**src/rtl/cycle_controller.sv**
```systemverilog
// Machine-cycle sequencer for the control unit: steps FETCH/EXEC against the
// timing generator's phase bus and decodes the datapath strobes for each phase.
module cycle_controller #(
    parameter int OPW  = 4,
    parameter int IC_W = 16
) (
    input  logic            clk,
    input  logic            rst_n,
    input  logic            start,
    input  logic [1:0]      phase,
    input  logic            clk_s0,
    input  logic            clk_s1,
    input  logic            step,
    input  logic [OPW-1:0]  opcode,
    input  logic            zero,
    output logic            E,
    output logic            running,
    output logic            halted,
    output logic            addr_sel,
    output logic            mem_rd,
    output logic            mem_wr,
    output logic            ir_ld,
    output logic            pc_inc,
    output logic            pc_ld,
    output logic            acc_ld,
    output logic [1:0]      alu_op,
    output logic [IC_W-1:0] instr_count,
    output logic            phase_err,
    output logic            illegal_op
);

    typedef enum logic [1:0] {
        IDLE  = 2'd0,
        FETCH = 2'd1,
        EXEC  = 2'd2,
        HALT  = 2'd3
    } state_t;

    localparam logic [3:0] OP_NOP = 4'h0;
    localparam logic [3:0] OP_LDA = 4'h1;
    localparam logic [3:0] OP_ADD = 4'h2;
    localparam logic [3:0] OP_SUB = 4'h3;
    localparam logic [3:0] OP_STA = 4'h4;
    localparam logic [3:0] OP_JMP = 4'h5;
    localparam logic [3:0] OP_JZ  = 4'h6;
    localparam logic [3:0] OP_HLT = 4'hF;

    localparam logic [1:0] ALU_PASS = 2'd0;
    localparam logic [1:0] ALU_ADD  = 2'd1;
    localparam logic [1:0] ALU_SUB  = 2'd2;

    state_t     state;
    state_t     state_nxt;
    logic [3:0] op;
    logic       op_hi_zero;
    logic       op_legal;
    logic       op_is_hlt;
    logic       perr;
    logic       launch;
    logic       retire;

    // Only the low nibble is decoded; any set bit above it makes the opcode illegal.
    assign op         = opcode[3:0];
    assign op_hi_zero = ((opcode >> 4) == '0);
    assign op_is_hlt  = op_hi_zero && (op == OP_HLT);

    always_comb begin
        case (op)
            OP_NOP, OP_LDA, OP_ADD, OP_SUB,
            OP_STA, OP_JMP, OP_JZ,  OP_HLT: op_legal = op_hi_zero;
            default:                        op_legal = 1'b0;
        endcase
    end

    // The phase bus is self-redundant: both strobes and step are functions of phase.
    assign perr = (clk_s0 != (phase == 2'd1))
               || (clk_s1 != (phase == 2'd3))
               || (step   != phase[1]);

    assign launch = !perr && ((state == IDLE) || (state == HALT)) && start && (phase == 2'd0);
    assign retire = !perr && (state == EXEC) && clk_s1;

    // NOTE: sequential state uses non-blocking assignments so every register
    // samples the pre-edge values of its neighbours, independent of block order.
    always_ff @(posedge clk or negedge rst_n) begin
        if (!rst_n) begin
            state <= IDLE;
        end else begin
            state <= state_nxt;
        end
    end

    always_comb begin
        state_nxt = state;
        if (perr) begin
            state_nxt = HALT;
        end else begin
            unique case (state)
                IDLE, HALT: if (launch)  state_nxt = FETCH;
                FETCH:      if (clk_s1)  state_nxt = EXEC;
                EXEC:       if (clk_s1)  state_nxt = op_is_hlt ? HALT : FETCH;
                default:                 state_nxt = IDLE;
            endcase
        end
    end

    // Instruction counter and sticky status; a launch starts a fresh run.
    always_ff @(posedge clk or negedge rst_n) begin
        if (!rst_n) begin
            instr_count <= '0;
            phase_err   <= 1'b0;
            illegal_op  <= 1'b0;
        end else if (perr) begin
            phase_err <= 1'b1;
        end else if (launch) begin
            instr_count <= '0;
            phase_err   <= 1'b0;
            illegal_op  <= 1'b0;
        end else if (retire) begin
            if (instr_count != '1) begin
                instr_count <= instr_count + IC_W'(1);
            end
            if (!op_legal) begin
                illegal_op <= 1'b1;
            end
        end
    end

    assign running = (state == FETCH) || (state == EXEC);
    assign halted  = (state == HALT);
    assign E       = running;

    // NOTE: every output of this block gets a default first, so no path through
    // the case statements can leave one unassigned and infer a latch.
    always_comb begin
        addr_sel = 1'b0;
        mem_rd   = 1'b0;
        mem_wr   = 1'b0;
        ir_ld    = 1'b0;
        pc_inc   = 1'b0;
        pc_ld    = 1'b0;
        acc_ld   = 1'b0;
        alu_op   = ALU_PASS;
        if (!perr) begin
            unique case (state)
                FETCH: begin
                    mem_rd = ~phase[1];
                    ir_ld  = clk_s0;
                    pc_inc = clk_s1;
                end
                EXEC: begin
                    addr_sel = 1'b1;
                    if (op_hi_zero) begin
                        case (op)
                            OP_LDA: begin
                                mem_rd = ~phase[1];
                                acc_ld = clk_s0;
                                alu_op = ALU_PASS;
                            end
                            OP_ADD: begin
                                mem_rd = ~phase[1];
                                acc_ld = clk_s0;
                                alu_op = ALU_ADD;
                            end
                            OP_SUB: begin
                                mem_rd = ~phase[1];
                                acc_ld = clk_s0;
                                alu_op = ALU_SUB;
                            end
                            OP_STA: mem_wr = step & ~clk_s1;
                            OP_JMP: pc_ld  = clk_s1;
                            OP_JZ:  pc_ld  = clk_s1 & zero;
                            default: ;
                        endcase
                    end
                end
                default: ;
            endcase
        end
    end

endmodule

```
**config.mk**
```make
export PLATFORM = sky130hd
export DESIGN_NAME = cycle_controller
export DESIGN_NICKNAME = d
export VERILOG_FILES = /design/src/rtl/cycle_controller.sv
export SDC_FILE = /design/constraint.sdc
export NUM_CORES = 1
export LEC_CHECK = 0
export ABC_CLOCK_PERIOD_IN_PS = 3600
export BUFFER_PORTS_ARGS = -buffer_cell sky130_fd_sc_hd__buf_4
export CORE_MARGIN = 3
export CORE_UTILIZATION = 50
export CTS_CLUSTER_SIZE = 30
export DETAILED_ROUTE_END_ITERATION = 10
export PLACE_DENSITY = 0.83
export SYNTH_ARGS = -nofsm -noshare
export SYNTH_HDL_FRONTEND = slang
export SYNTH_SLANG_ARGS = --single-unit
```
**constraint.sdc**
```tcl
create_clock -name clk -period 3.6 [get_ports clk]
set_input_delay 0.36 -clock clk [delete_from_list [all_inputs] [get_ports clk]]
set_output_delay 0.36 -clock clk [all_outputs]
set_load 0.01 [all_outputs]
```
# Word level (Yosys, flattened, before mapping)
# Cells that the tools add are included.
[word_totals]
reg_bits = 20
in_bits = 13
out_inout_bits = 30
[op_classes]
n_addsub = 1
n_eq_ne = 20
mux = 36
bitwise_logic = 5
n_reduce_logical = 22
[op_table]
columns = ["operator", "n"]
rows = [
  ["2-to-1 mux 16 bit", 3],
  ["2-to-1 mux 1 bit", 22],
  ["adder 16 x 1 -> 16 bit (second input constant)", 1],
  ["!= test 16 bit (second input constant)", 1],
  ["2-to-1 mux 2 bit", 7],
  ["equality test 4 x 3 -> 1 bit (second input constant)", 3],
  ["!= test 3 bit (second input constant)", 3],
  ["AND reduction 3 bit", 3],
  ["equality test 4 x 2 -> 1 bit (second input constant)", 2],
  ["OR reduction 8 bit", 1],
  ["equality test 2 bit (second input constant)", 3],
  ["one-hot mux 2 bit (3 select lines)", 1],
  ["nonzero test 2 bit", 3],
  ["logical AND 1 bit", 5],
  ["equality test 2 x 1 -> 1 bit (second input constant)", 2],
  ["equality test 4 x 1 -> 1 bit (second input constant)", 1],
  ["equality test 4 bit (second input constant)", 1],
  ["zero test 2 bit", 2],
  ["zero test 4 bit", 1],
  ["logical OR 1 bit", 4],
  ["one-hot mux 1 bit (2 select lines)", 2],
  ["one-hot mux 2 bit (2 select lines)", 1],
  ["!= test 1 bit", 3],
  ["NOT 1 bit", 3],
  ["other kinds (5)", 6],
]

# Depth between registers and ports, before layout
[logic_depth]
depth_word = 11
ltp_mapped = 10

# Least setup slack after synthesis
# No wires, ideal clock.
[synth_path]
path_kind = "register -> register"
startpoint = "register state[0]"
endpoint = "register instr_count[5]"
setup_ns = 0.095
arrival_ns = 2.285
required_time_ns = 3.505
path_slack_ns = 1.219
stages_incl_launch_ff = 11
n_path_buf = 3
synth_period_minus_slack_ns = 2.381
cell_sequence = "dfrtp_1 -> inv_1 -> ha_1 -> nand4bb_1 -> and3_1 -> a22o_1 -> clkbuf_1 -> or3_1 -> buf_2 -> buf_6 -> o31ai_1"
[synth_between]
elab_chain_len = 7
word_cells_on_any_way = 13
cone_classes = "2 x eq/ne; 1 x mux; 10 x reduce/logical"
[synth_rtl]
columns = ["item", "line", "text"]
rows = [
  ["start: declaration", "52", "state_t state;"],
  ["start signal: assignment", "89", "state <= state_nxt;"],
  ["equality test 2 bit / zero test 2 bit (equally long branches)", "80", "assign launch = !perr && ((state == IDLE) || (state == HALT)) && start && (phase == 2'd0);"],
  ["logical OR 1 bit", "80", ""],
  ["logical AND 1 bit (3 in a row)", "80", ""],
  ["nonzero test 2 bit (no line)", "-", ""],
  ["AND reduction 3 bit (no line)", "-", ""],
  ["end signal: assignment", "121", "instr_count <= instr_count + IC_W'(1);"],
  ["end: declaration", "27", "output logic [IC_W-1:0] instr_count,"],
]
# Parallel ways exist; a longest one is shown, timed or not.
# A chain may end at the register's enable or synchronous reset.

# Final worst setup path
[layout_path]
startpoint = "register state[0]"
endpoint = "register instr_count[7]"
# Same word-level chain as after synthesis.

==> flow_metrics.py <==
metrics = {
    "setup_path": {
        "cpPeakStageDelay_ps": 650,
        "r2r_end": "instr_count[7]$_DFFE_PN0P_",
        "path_cells": "inv_1, ha_1, nand4bb_1, and3_1, a22o_1, or3_1, o41ai_1",
        "r2r_cells": 7,
        "cpLargestDelayFamily": "simple AND/OR/NAND/NOR gates",
        "r2r_start": "state[0]$_DFFE_PN0P_",
        "path_buf_inv": 1,
        "worst-path-stages": 7,
        "worstSetupStartpointType": "flip-flop",
        "crit_path_max_fanout": 18,
        "arrival_ps": 3170,
        "end_kind": "flip-flop",
        "cp.required_ps": 3800,
        "reg2reg_slack_ps": 630,
        "critPathSlowestCell": "or3_1",
        "crit_type": "flip-flop to flip-flop",
    },
    "cells_and_area": {
        "multi_input_area_sq_um": 815,
        "n_fill_cell": 211,
        "area_growth_pct": 24.7,
        "final_cells": 223,
        "drive_above_1_share_pct": 29.0,
        "diodes": 0,
        "seq_area_sq_um": 500,
        "fin_nets": 211,
    },
    "timing": {
        "worst_hold_slack_ps": 443,
        "relSlewSlack_pct": 51.7,
        "finalWorstSetupSlack_ps": 630,
        "max_freq_mhz": 337,
        "fin_setup_tns_ps": 0,
        "setup_viol": 0,
        "tightestPinTransition_ps": 724,
        "drv_slew": 0,
        "finalCritPeriodShare_pct": 82.5,
        "skew_ps": 10.9,
        "timing.final.crit_period_ps": 2970,
        "hold_viol": 0,
        "rsz0062_at_grt": "no",
    },
    "outcome": {
        "status": "finished, final reports clean",
    },
    "power_and_ir_drop": {
        "pwr_density_cell_nw_per_um2": 266,
        "p_leak_nw": 0.798,
        "irDropWorstVdd_mv": 0.187,
    },
    "clock_network": {
        "root_buffer": "clkbuf_4",
        "cts_buffer_depth": 2,
        "clk_latency_ps": 310,
        "post_cts_resized": 0,
        "clock_sinks": 20,
        "cts_tree": "done",
        "cts.hold.buffers_added": 1,
        "htreeDepth": 1,
        "clkTransAtPathRegs_ps": 130,
        "cts_buffers": 3,
        "cts_setup_buffers": 0,
    },
    "synthesis": {
        "ys_seq_area_share_pct": 35.8,
        "yosys_warnings": 0,
        "synthTopCellsByCount": "dfrtp_1 (20), o31ai_1 (19), nand2_1 (12)",
        "syn_inst": 158,
        "synth_top_area_cell": "dfrtp_1",
        "syn_area_per_cell_sq_um": 8.85,
        "yosysTopAreaCellShare_pct": 35.8,
        "ys.flop_type": "dfrtp_1",
        "synth.area.top_cells": "dfrtp_1 (36%), o31ai_1 (10%), and3_1 (4.5%)",
        "yosysUniqueCellTypes": 43,
        "synthArstFlopShare_pct": 100,
        "synth.most_common_cell": "dfrtp_1",
        "synth_edf_count": 0,
        "syn_nets": 175,
        "synthesis.area_sq_um": 1400,
        "synth.ff_latch_count": 20,
    },
    "drt": {
        "drc": 0,
        "first_pass_iters": 4,
        "via_count": 1466,
        "totalWireLength_um": 4070,
        "postRouteAntennaNets": 0,
        "via_per_inst": 6.57,
        "drt_iter0_drc": 103,
        "wire_per_inst_um": 18.3,
    },
    "die": {
        "fp-row-count": 18,
        "initial_core_util_pct": 54.5,
        "coreArea_sq_um": 2570,
        "die_h_um": 58.9,
        "pin_count": 43,
        "die_w_um": 58.9,
        "dieArea_sq_um": 3470,
    },
    "global_routing": {
        "grt_start_max_net_pins": 21,
        "grt_pass1_wl_um": 6490,
        "gr-total-overflow": 0,
        "antenna_found_initial": 0,
        "grtUsageTotal_pct": 24.2,
        "grt_pass1_vias": 1366,
    },
    "min_path": {
        "hold_path.class": "input pin to asynchronous set/reset pin",
    },
    "run": {
        "maxCapViolations": 0,
    },
    "place": {
        "place_congestion": 0.855,
        "dp.final_hpwl_um": 2890,
        "place_ws_ps": 646,
        "place_inst": 218,
        "port_buffers": 42,
    },
}
how the worst max path moves through the flow:
stage | start | to | slack (ps)
floorplan | state[0]$_DFFE_PN0P_ | instr_count[5]$_DFFE_PN0P_ | 1220
global placement | state[0]$_DFFE_PN0P_ | instr_count[7]$_DFFE_PN0P_ | 870
detailed placement | state[0]$_DFFE_PN0P_ | instr_count[7]$_DFFE_PN0P_ | 650
CTS | state[0]$_DFFE_PN0P_ | instr_count[7]$_DFFE_PN0P_ | 630
global route | state[0]$_DFFE_PN0P_ | instr_count[7]$_DFFE_PN0P_ | 320
finish | state[0]$_DFFE_PN0P_ | instr_count[7]$_DFFE_PN0P_ | 630
cell families (layout without fill, tap and decap cells):
group | count (synthesis) | count (layout) | synth area share [%]
AOI/OAI and AO/OA | 51 | 51 | 27.4
xor gates and xnor gates | 2 | 2 | 1.25
adders and majority gates | 4 | 4 | 3.58
buffers and inverters | 19 | 54 | 5.99
DFF | 20 | 20 | 35.8
and+or+nand+nor | 62 | 62 | 26.0
report_power, final:
part	internal (mW)	switching, mW
Clock	0.0618	0.0756
Combinational	0.0353	0.0475
Sequential	0.232	0.0115
per-stage QoR:
step	total power [mW]	area, sq um	utilization (%)
2_1_floorplan	0.285	1400	-
3_3_place_gp	0.322	1700	66.1
3_5_place_dp	0.328	1700	66.1
4_1_cts	0.466	1740	67.9
5_1_grt	0.485	1740	67.9
6_report	0.464	1740	67.9
layout make-up:
cell class,instances,area share [%]
Sequential cell,20,28.7
Multi-Input combinational cell,119,46.7
Timing Repair Buffer,44,19.1
Inverter,6,1.29
Tap cell,30,2.15
Clock buffer,4,2.08
registers in the layout (all words and copies together) (netlist names):
signal / flops
illegal_op: 1
instr_count: 16
phase_err: 1
state: 2
cell usage in the layout, fill, tap and decap left out, types with 2 or more instances in the layout:
cell type	count
a31oi_1	7
nand3_1	9
nor4_1	2
nor2b_1	2
dfrtp_1	20
a41oi_1	2
a21oi_1	3
buf_4	43
and3_1	10
o21ai_1	2
o31ai_1	19
xor2_1	2
and4_1	3
nand2_1	12
inv_1	6
clkbuf_4	3
o41ai_1	4
nor2_1	8
o22ai_1	2
o31ai_2	3
or2_2	2
o21ai_0	5
ha_1	4
per-layer routing:
layer | track usage [%] | vias to the layer above | part of all wire [%]
li1 | - | 676 | -
met1 | 32.4 | 696 | 42
met2 | 36.0 | 80 | 48
met3 | 5.04 | 14 | 6.6
met4 | 13.9 | 0 | 2.5
met5 | 0 | - | 0
No activity file was read; power rests on OpenSTA's default activity.
